$ cat config.mk
export PLATFORM = sky130hd
export DESIGN_NAME = scan_sisr_analyzer
export DESIGN_NICKNAME = d
export VERILOG_FILES = /design/src/rtl/scan_sisr_analyzer_pkg.sv /design/src/rtl/scan_sisr_analyzer_sisr.sv /design/src/rtl/scan_sisr_analyzer.sv
export SDC_FILE = /design/constraint.sdc
export NUM_CORES = 1
export LEC_CHECK = 0
export ABC_CLOCK_PERIOD_IN_PS = 1900
export CAP_MARGIN = 20
export CORE_MARGIN = 2
export CORE_UTILIZATION = 45
export DETAILED_ROUTE_END_ITERATION = 7
export DONT_BUFFER_PORTS = 1
export PLACE_DENSITY = 0.66
export SYNTH_ARGS = -nofsm -noshare
export SYNTH_HDL_FRONTEND = slang
export SYNTH_SLANG_ARGS = --single-unit
export TNS_END_PERCENT = 10
$ cat constraint.sdc
create_clock -name clock -period 1.9 [get_ports clock]
set_input_delay 0.38 -clock clock [delete_from_list [all_inputs] [get_ports clock]]
set_output_delay 0.38 -clock clock [all_outputs]
set_load 0.05 [all_outputs]
$ cat src/rtl/scan_sisr_analyzer_pkg.sv
// Shared constants and FSM encoding for the scan BIST response path.
// The scan_in generator uses the same polynomial constants.
package scan_sisr_analyzer_pkg;

  localparam int unsigned SISR_WIDTH = 26;
  localparam logic [SISR_WIDTH-1:0] SISR_TAPS = 26'h47;

  typedef enum logic [1:0] {
    IDLE    = 2'd0,
    COMPACT = 2'd1,
    COMPARE = 2'd2,
    DONE    = 2'd3
  } state_t;

endpackage

$ cat src/rtl/scan_sisr_analyzer_sisr.sv
// Serial-input signature register: seed load, shift enable and tap feedback.
module sisr_core #(
  parameter int unsigned WIDTH = 26,
  parameter logic [WIDTH-1:0] TAPS = 26'h47,
  parameter logic [WIDTH-1:0] SEED = '0
) (
  input  logic             clock,
  input  logic             reset_internal,
  input  logic             load,
  input  logic             enable,
  input  logic             serial_in,
  output logic [WIDTH-1:0] sig
);

  logic fb;

  assign fb = serial_in ^ (^(sig & TAPS));

  always_ff @(posedge clock) begin
    if (reset_internal || load) begin
      sig <= SEED;
    end else if (enable) begin
      sig <= {fb, sig[WIDTH-1:1]};
    end
  end

endmodule

$ cat src/rtl/scan_sisr_analyzer.sv
// Compacts the scan_out stream into a SISR over N_BITS accepted shifts,
// then compares against GOLDEN and reports done/pass.
module scan_sisr_analyzer
  import scan_sisr_analyzer_pkg::*;
#(
  parameter int unsigned      WIDTH  = SISR_WIDTH,
  parameter logic [WIDTH-1:0] TAPS   = SISR_TAPS,
  parameter logic [WIDTH-1:0] SEED   = '0,
  parameter int unsigned      N_BITS = 1024,
  parameter logic [WIDTH-1:0] GOLDEN = '0,
  parameter int unsigned      CNT_W  = 11
) (
  input  logic             clock,
  input  logic             reset_internal,
  input  logic             start,
  input  logic             control_state,
  input  logic             scan_out,
  output logic [WIDTH-1:0] signature,
  output logic             busy,
  output logic             done,
  output logic             pass
);

  state_t state, next_state;
  logic [CNT_W-1:0] cnt;
  logic shift_en, load, last_shift;
  logic busy_nxt, done_nxt, pass_nxt;

  assign shift_en   = (state == COMPACT) && control_state;
  assign load       = start && ((state == IDLE) || (state == DONE));
  assign last_shift = shift_en && (cnt == CNT_W'(N_BITS - 1));

  sisr_core #(
    .WIDTH (WIDTH),
    .TAPS  (TAPS),
    .SEED  (SEED)
  ) u_sisr (
    .clock          (clock),
    .reset_internal (reset_internal),
    .load           (load),
    .enable         (shift_en),
    .serial_in      (scan_out),
    .sig            (signature)
  );

  always_ff @(posedge clock) begin
    if (reset_internal) begin
      state <= IDLE;
    end else begin
      state <= next_state;
    end
  end

  always_comb begin
    next_state = state;
    case (state)
      IDLE:    if (start) next_state = COMPACT;
      COMPACT: if (last_shift) next_state = COMPARE;
      COMPARE: next_state = DONE;
      DONE:    if (start) next_state = COMPACT;
      default: next_state = IDLE;
    endcase
  end

  always_ff @(posedge clock) begin
    if (reset_internal || load) begin
      cnt <= '0;
    end else if (shift_en) begin
      cnt <= cnt + 1'b1;
    end
  end

  // Flags are registered from next_state so they line up with the state register.
  always_comb begin
    busy_nxt = (next_state == COMPACT) || (next_state == COMPARE);
    done_nxt = (next_state == DONE);
    pass_nxt = pass;
    if (load) begin
      pass_nxt = 1'b0;
    end else if (state == COMPARE) begin
      pass_nxt = (signature == GOLDEN);
    end
  end

  always_ff @(posedge clock) begin
    if (reset_internal) begin
      busy <= 1'b0;
      done <= 1'b0;
      pass <= 1'b0;
    end else begin
      busy <= busy_nxt;
      done <= done_nxt;
      pass <= pass_nxt;
    end
  end

endmodule

# Word-level counts from Yosys, hierarchy flattened
# Index checks and enable logic that the tools add are counted.
[op_classes] n_addsub=1 n_eq_ne=7 n_mux=3 bitwise=1 n_reduce_logical=11
[ops] cell="$logic_not A26 Y1" count=1
[ops] cell="$reduce_xor A26 Y1" count=1
[ops] cell="$add A11 B1 Y11 const B" count=1
[ops] cell="$eq A11 B10 Y1 const B" count=1
[ops] cell="$eq A2 B2 Y1 const B" count=4
[ops] cell="$pmux W2 S3" count=1
[ops] cell="$eq A2 B1 Y1 const B" count=2
[ops] cell="$mux W2" count=2
[ops] cell="$reduce_or A2 Y1" count=2
[ops] cell="$logic_and A1 B1 Y1" count=3
[ops] cell="$logic_or A1 B1 Y1" count=3
[ops] cell="$logic_not A2 Y1" count=1
[ops] cell="$xor A1 B1 Y1" count=1
[totals] register_bits=42

# Longest topological paths before layout
[depth] word_depth=7 depth_mapped=8 ltp_nobuf=7

# Modules after synthesis
# From an unflattened synthesis, not the netlist that was laid out.
[unflattened] cells_unflattened=190 hier_area_um2=1829.3
[by_module_without_submodules] mod="sisr_core" n_inst=1 cells_each=91 area_each_um2=973.4 seq_area_each_um2=520.5
[by_module_without_submodules] mod="scan_sisr_analyzer" n_inst=1 cells_each=99 area_each_um2=855.8 seq_area_each_um2=320.3

# Worst setup path after synthesis
# Ideal clock, no wire load.
[synth_timing] kind="register to register" from="reg state[0]" to="reg busy" t_arrival_ps=1689 slack_ps=98 stages_incl_launch_ff=8 path_buffers=1 synth_period_minus_slack_ps=1802 cell_sequence="dfxtp_1 -> ha_1 -> nand4_2 -> buf_2 -> nor4_1 -> nor2_1 -> ha_1 -> nor2b_1"
[synth_via] elab_chain_len=7
[synth_rtl] item="start: declaration" line_no="scan_sisr_analyzer.sv:24" text="state_t state, next_state;"
[synth_rtl] item="start signal: assignment" line_no="scan_sisr_analyzer.sv:50" text="state <= next_state;"
[synth_rtl] item="$eq A2 B1 Y1" line_no="scan_sisr_analyzer.sv:29, scan_sisr_analyzer.sv:56"
[synth_rtl] item="$logic_and A1 B1 Y1" line_no="scan_sisr_analyzer.sv:29" text="assign shift_en = (state == COMPACT) && control_state;"
[synth_rtl] item="$logic_and A1 B1 Y1" line_no="scan_sisr_analyzer.sv:31" text="assign last_shift = shift_en && (cnt == CNT_W'(N_BITS - 1));"
[synth_rtl] item="$mux W2" line_no="scan_sisr_analyzer.sv:58" text="COMPACT: if (last_shift) next_state = COMPARE;"
[synth_rtl] item="$pmux W2 S3 *" line_no="scan_sisr_analyzer.sv:56" text="case (state)"
[synth_rtl] item="named net next_state[0]" line_no="scan_sisr_analyzer.sv:24"
[synth_rtl] item="$eq A2 B1 Y1 or $eq A2 B2 Y1 (tied branches)" line_no="scan_sisr_analyzer.sv:75" text="busy_nxt = (next_state == COMPACT) || (next_state == COMPARE);"
[synth_rtl] item="$logic_or A1 B1 Y1 *" line_no="scan_sisr_analyzer.sv:75"
[synth_rtl] item="named net busy_nxt" line_no="scan_sisr_analyzer.sv:27" text="logic busy_nxt, done_nxt, pass_nxt;"
[synth_rtl] item="end signal: assignment" line_no="scan_sisr_analyzer.sv:91" text="busy <= busy_nxt;"
[synth_rtl] item="end: declaration" line_no="scan_sisr_analyzer.sv:19" text="output logic busy,"
# Mark *: on every way through the listed nets, which the timed path passes. The rest lies on a longest branch.
# A chain may end at the register's enable or synchronous reset.

# Worst setup path after layout
[layout_timing] from="reg state[1]" to="reg cnt[9]"
[layout_via] elab_chain_len=4
[layout_rtl] item="$eq A2 B2 Y1 or $logic_not A2 Y1 (tied branches)" line_no="scan_sisr_analyzer.sv:30" text="assign load = start && ((state == IDLE) || (state == DONE));"
[layout_rtl] item="$logic_or A1 B1 Y1" line_no="scan_sisr_analyzer.sv:30"
[layout_rtl] item="$logic_and A1 B1 Y1" line_no="scan_sisr_analyzer.sv:30"
[layout_rtl] item="$logic_or A1 B1 Y1" line_no="scan_sisr_analyzer.sv:66" text="if (reset_internal || load) begin"
[layout_rtl] item="end signal: assignment" line_no="scan_sisr_analyzer.sv:69" text="cnt <= cnt + 1'b1;"
[layout_rtl] item="end: declaration" line_no="scan_sisr_analyzer.sv:25" text="logic [CNT_W-1:0] cnt;"
# Parallel ways exist; a longest one is shown, timed or not.

==> impl_metrics.toml <==
[detailed_routing]
vias_per_cell = 5.45
dr_total_vias = 1471
drtAntennaViolNets = 0
drtPass1Iterations = 4
routedWlPerCell_um = 13.9
drtIter0Drc = 51
drc = 0
totalWireLength_um = 3760

[layout]
fin_area_um2 = 1940
num-fill-cells = 377
drive_gt1_share_pct = 9.46
syn_to_final_growth_pct = 10.9
finalNetCount = 233
fin_util_pct = 52.6
num_antenna_cells = 0

[critical_path]
crit_type = "reg -> reg"
start_kind = "register"
crit_fanout = 12
cp.required_ns = 2.12
slowest_stage = "or4_1"
arrival_ns = 1.94
max_stage_delay_ns = 0.50
startpoint = "state[1]"
crit_chain = "inv_1 -> ha_2 -> nand4_2 -> buf_4 -> or4_1 -> a21oi_1"
r2r_start = "state[1]"
crit_path_end_kind = "register"

[timing]
relSlewSlack_pct = 57.6
fin_crit_ns = 1.73
drv_slew = 0
fin_crit_sh_pct = 90.8
finalHoldViolCount = 0
rsz0062_at_grt = "false"
hold_ws_ns = 0.148
tns_ns = 0
setup_violations = 0
finClkSkew_ns = 0.00735
worst-slew-pin-transition_ns = 0.635
max_freq_ghz = 0.579

[clocking]
cts_htree_levels = 2
root_buffer = "clkbuf_8"
clk_pin_slew_worst_paths_ns = 0.08
clock-sinks = 42
clockBufferDepth = 2
cts_tree = "built"
numCtsBuffers = 5
post_cts_buffers = 0
clk_latency_ns = 0.29

[synth]
synth_cell_type_count = 29
seq_area_frac_synth_pct = 48.0
syn_area_um2 = 1750
synth_nets = 225
synth.avg_cell_area_um2 = 8.18
synth_edf_count = 0
synth_async_sr_flop_share_pct = 0
syn_inst = 214
ys_ff_latch = 42
synthFlopType = "dfxtp_1"
yosysWarnings = 0

[placed_design]
gp_congestion = 0.896
numPortBuffers = 0
dpl_cell_area_um2 = 1850
hpwl_um = 2620

[grt]
grt_overflow_total = 0
grt_usage_pct = 18.4
grt_pass1_vias = 1339
grt_max_degree = 30
grt_pass1_wl_um = 6160
antenna_found_initial = 0

[power_and_ir_drop]
power_density_nw_per_um2 = 1080
peakVddDrop_v = 0.000600
total_leakage_power_nw = 0.609

[floorplanning]
die_y_um = 66.4
fp.coreArea_um2 = 3690
fp.dieW_um = 66.4
start_util_pct = 47.5
rows = 22
die-area_um2 = 4400
io_pins = 34

[status]
outcome = "finished clean"

[min_path]
hold_start = "reset_internal"
holdCritPathClass = "in -> reg"

[run]
maxCapViolCount = 0
-- report_power, final --
group | total (mW) | switching (mW) | leakage, nW | internal (mW)
clock network | 0.543 | 0.291 | 0.0373 | 0.252
registers | 1.05 | 0.119 | 0.339 | 0.931
logic | 0.506 | 0.313 | 0.232 | 0.193
-- cells in the mapped netlist, types with 2 or more instances --
cell type / n / area (um2)
nand2_1: 54 / 203
dfxtp_1: 42 / 841
nor4_1: 5 / 31.3
ha_1: 6 / 75.1
a21oi_1: 36 / 180
or4_1: 4 / 30.0
or3_1: 4 / 25.0
inv_1: 8 / 30.0
clkbuf_1: 7 / 26.3
buf_2: 3 / 15.0
nor4b_1: 2 / 17.5
o21ai_0: 6 / 30.0
o31ai_1: 4 / 30.0
nor2_1: 5 / 18.8
nand3_1: 5 / 25.0
nand4_1: 4 / 25.0
nor2b_1: 3 / 18.8
xnor2_1: 4 / 35.0
nor3_1: 2 / 10.0
-- flip-flops by register name, indices dropped and copies added, names as in the netlist --
register / cells
busy: 1
cnt: 11
done: 1
pass: 1
state: 2
u_sisr.sig: 26
-- worst max-delay path, delay by kind of cell (launching register included) --
family                     cells  cell delay (ns)
AOI/OAI and AO/OA              1             0.14
adders and majority gates      1             0.20
and+or+nand+nor                2             0.66
DFF                            1             0.35
buffers and inverters          2             0.30
-- cells in the final DEF (no fill, tap or decap) --
cell type,instances
nand3_1,5
clkbuf_8,5
nor2b_1,3
o22a_1,1
nand3b_1,1
a311oi_1,1
or3_1,4
a21oi_1,36
dfxtp_1,41
nand4_2,1
o22ai_1,1
o31ai_1,4
nor3_1,2
and2_1,1
nand2_1,54
clkinvlp_4,1
clkbuf_1,1
o21ai_0,6
inv_1,8
o31a_1,1
nor4_1,4
a21o_1,1
nand4b_1,1
or4_1,4
xor2_1,1
dfxtp_2,1
ha_2,1
nand4_1,4
nor4_2,1
nor2_1,5
nor4b_1,2
ha_1,5
xnor2_1,4
buf_4,11
-- per-layer routing --
| metal | global-route usage (%) | routed length (um) | vias up |
|---|---|---|---|
| met5 | 0 | 0 | - |
| met4 | 6.12 | 27 | 0 |
| met3 | 7.67 | 201 | 2 |
| met2 | 28.6 | 1820 | 32 |
| met1 | 22.8 | 1710 | 679 |
| li1 | - | - | 758 |
-- area by class of cell --
type | count | area (um2) | area share (%)
Multi-Input combinational cell | 154 | 847 | 43.6
Inverter | 8 | 30.0 | 1.55
Clock buffer | 6 | 72.6 | 3.74
Tap cell | 48 | 60.1 | 3.09
Sequential cell | 42 | 842 | 43.4
Timing Repair Buffer | 11 | 82.6 | 4.25
Clock inverter | 1 | 7.51 | 0.387
-- repair_timing --
| item | CTS | global route |
|---|---|---|
| setup endpoints to repair | 0 | 2 |
| hold buffers | 0 | 0 |
| gates resized for setup | 0 | 3 |
-- through the flow --
stage / setup WS (ns) / total power [mW] / std cells
2_1_floorplan: 0.0976 / 1.44 / 214
5_1_grt: 0.0146 / 2.23 / 270
6_report: 0.174 / 2.10 / 270
4_1_cts: 0.136 / 2.11 / 270
3_5_place_dp: 0.148 / 1.57 / 263
3_3_place_gp: 0.181 / 1.56 / 263
-- worst paths after layout --
kind | slack [ns] | end | cells past startpoint
min | 0.15 | done | 1
max reg2reg | 0.17 | cnt[9] | 6
min reg2reg | 0.48 | cnt[10] | 2
max | 0.17 | cnt[9] | 6
-- kinds of logic (layout without fill, tap and decap cells) --
| logic type | Yosys count | after routing | synth area share, % |
|---|---|---|---|
| and+or+nand+nor | 92 | 92 | 25.1 |
| AOI/OAI and AO/OA | 51 | 51 | 16.0 |
| DFF | 42 | 42 | 48.0 |
| buffers and inverters | 18 | 26 | 4.07 |
| adders and majority gates | 6 | 6 | 4.29 |
| xor gates and xnor gates | 5 | 5 | 2.50 |
Power figures use the tool's default switching activity.
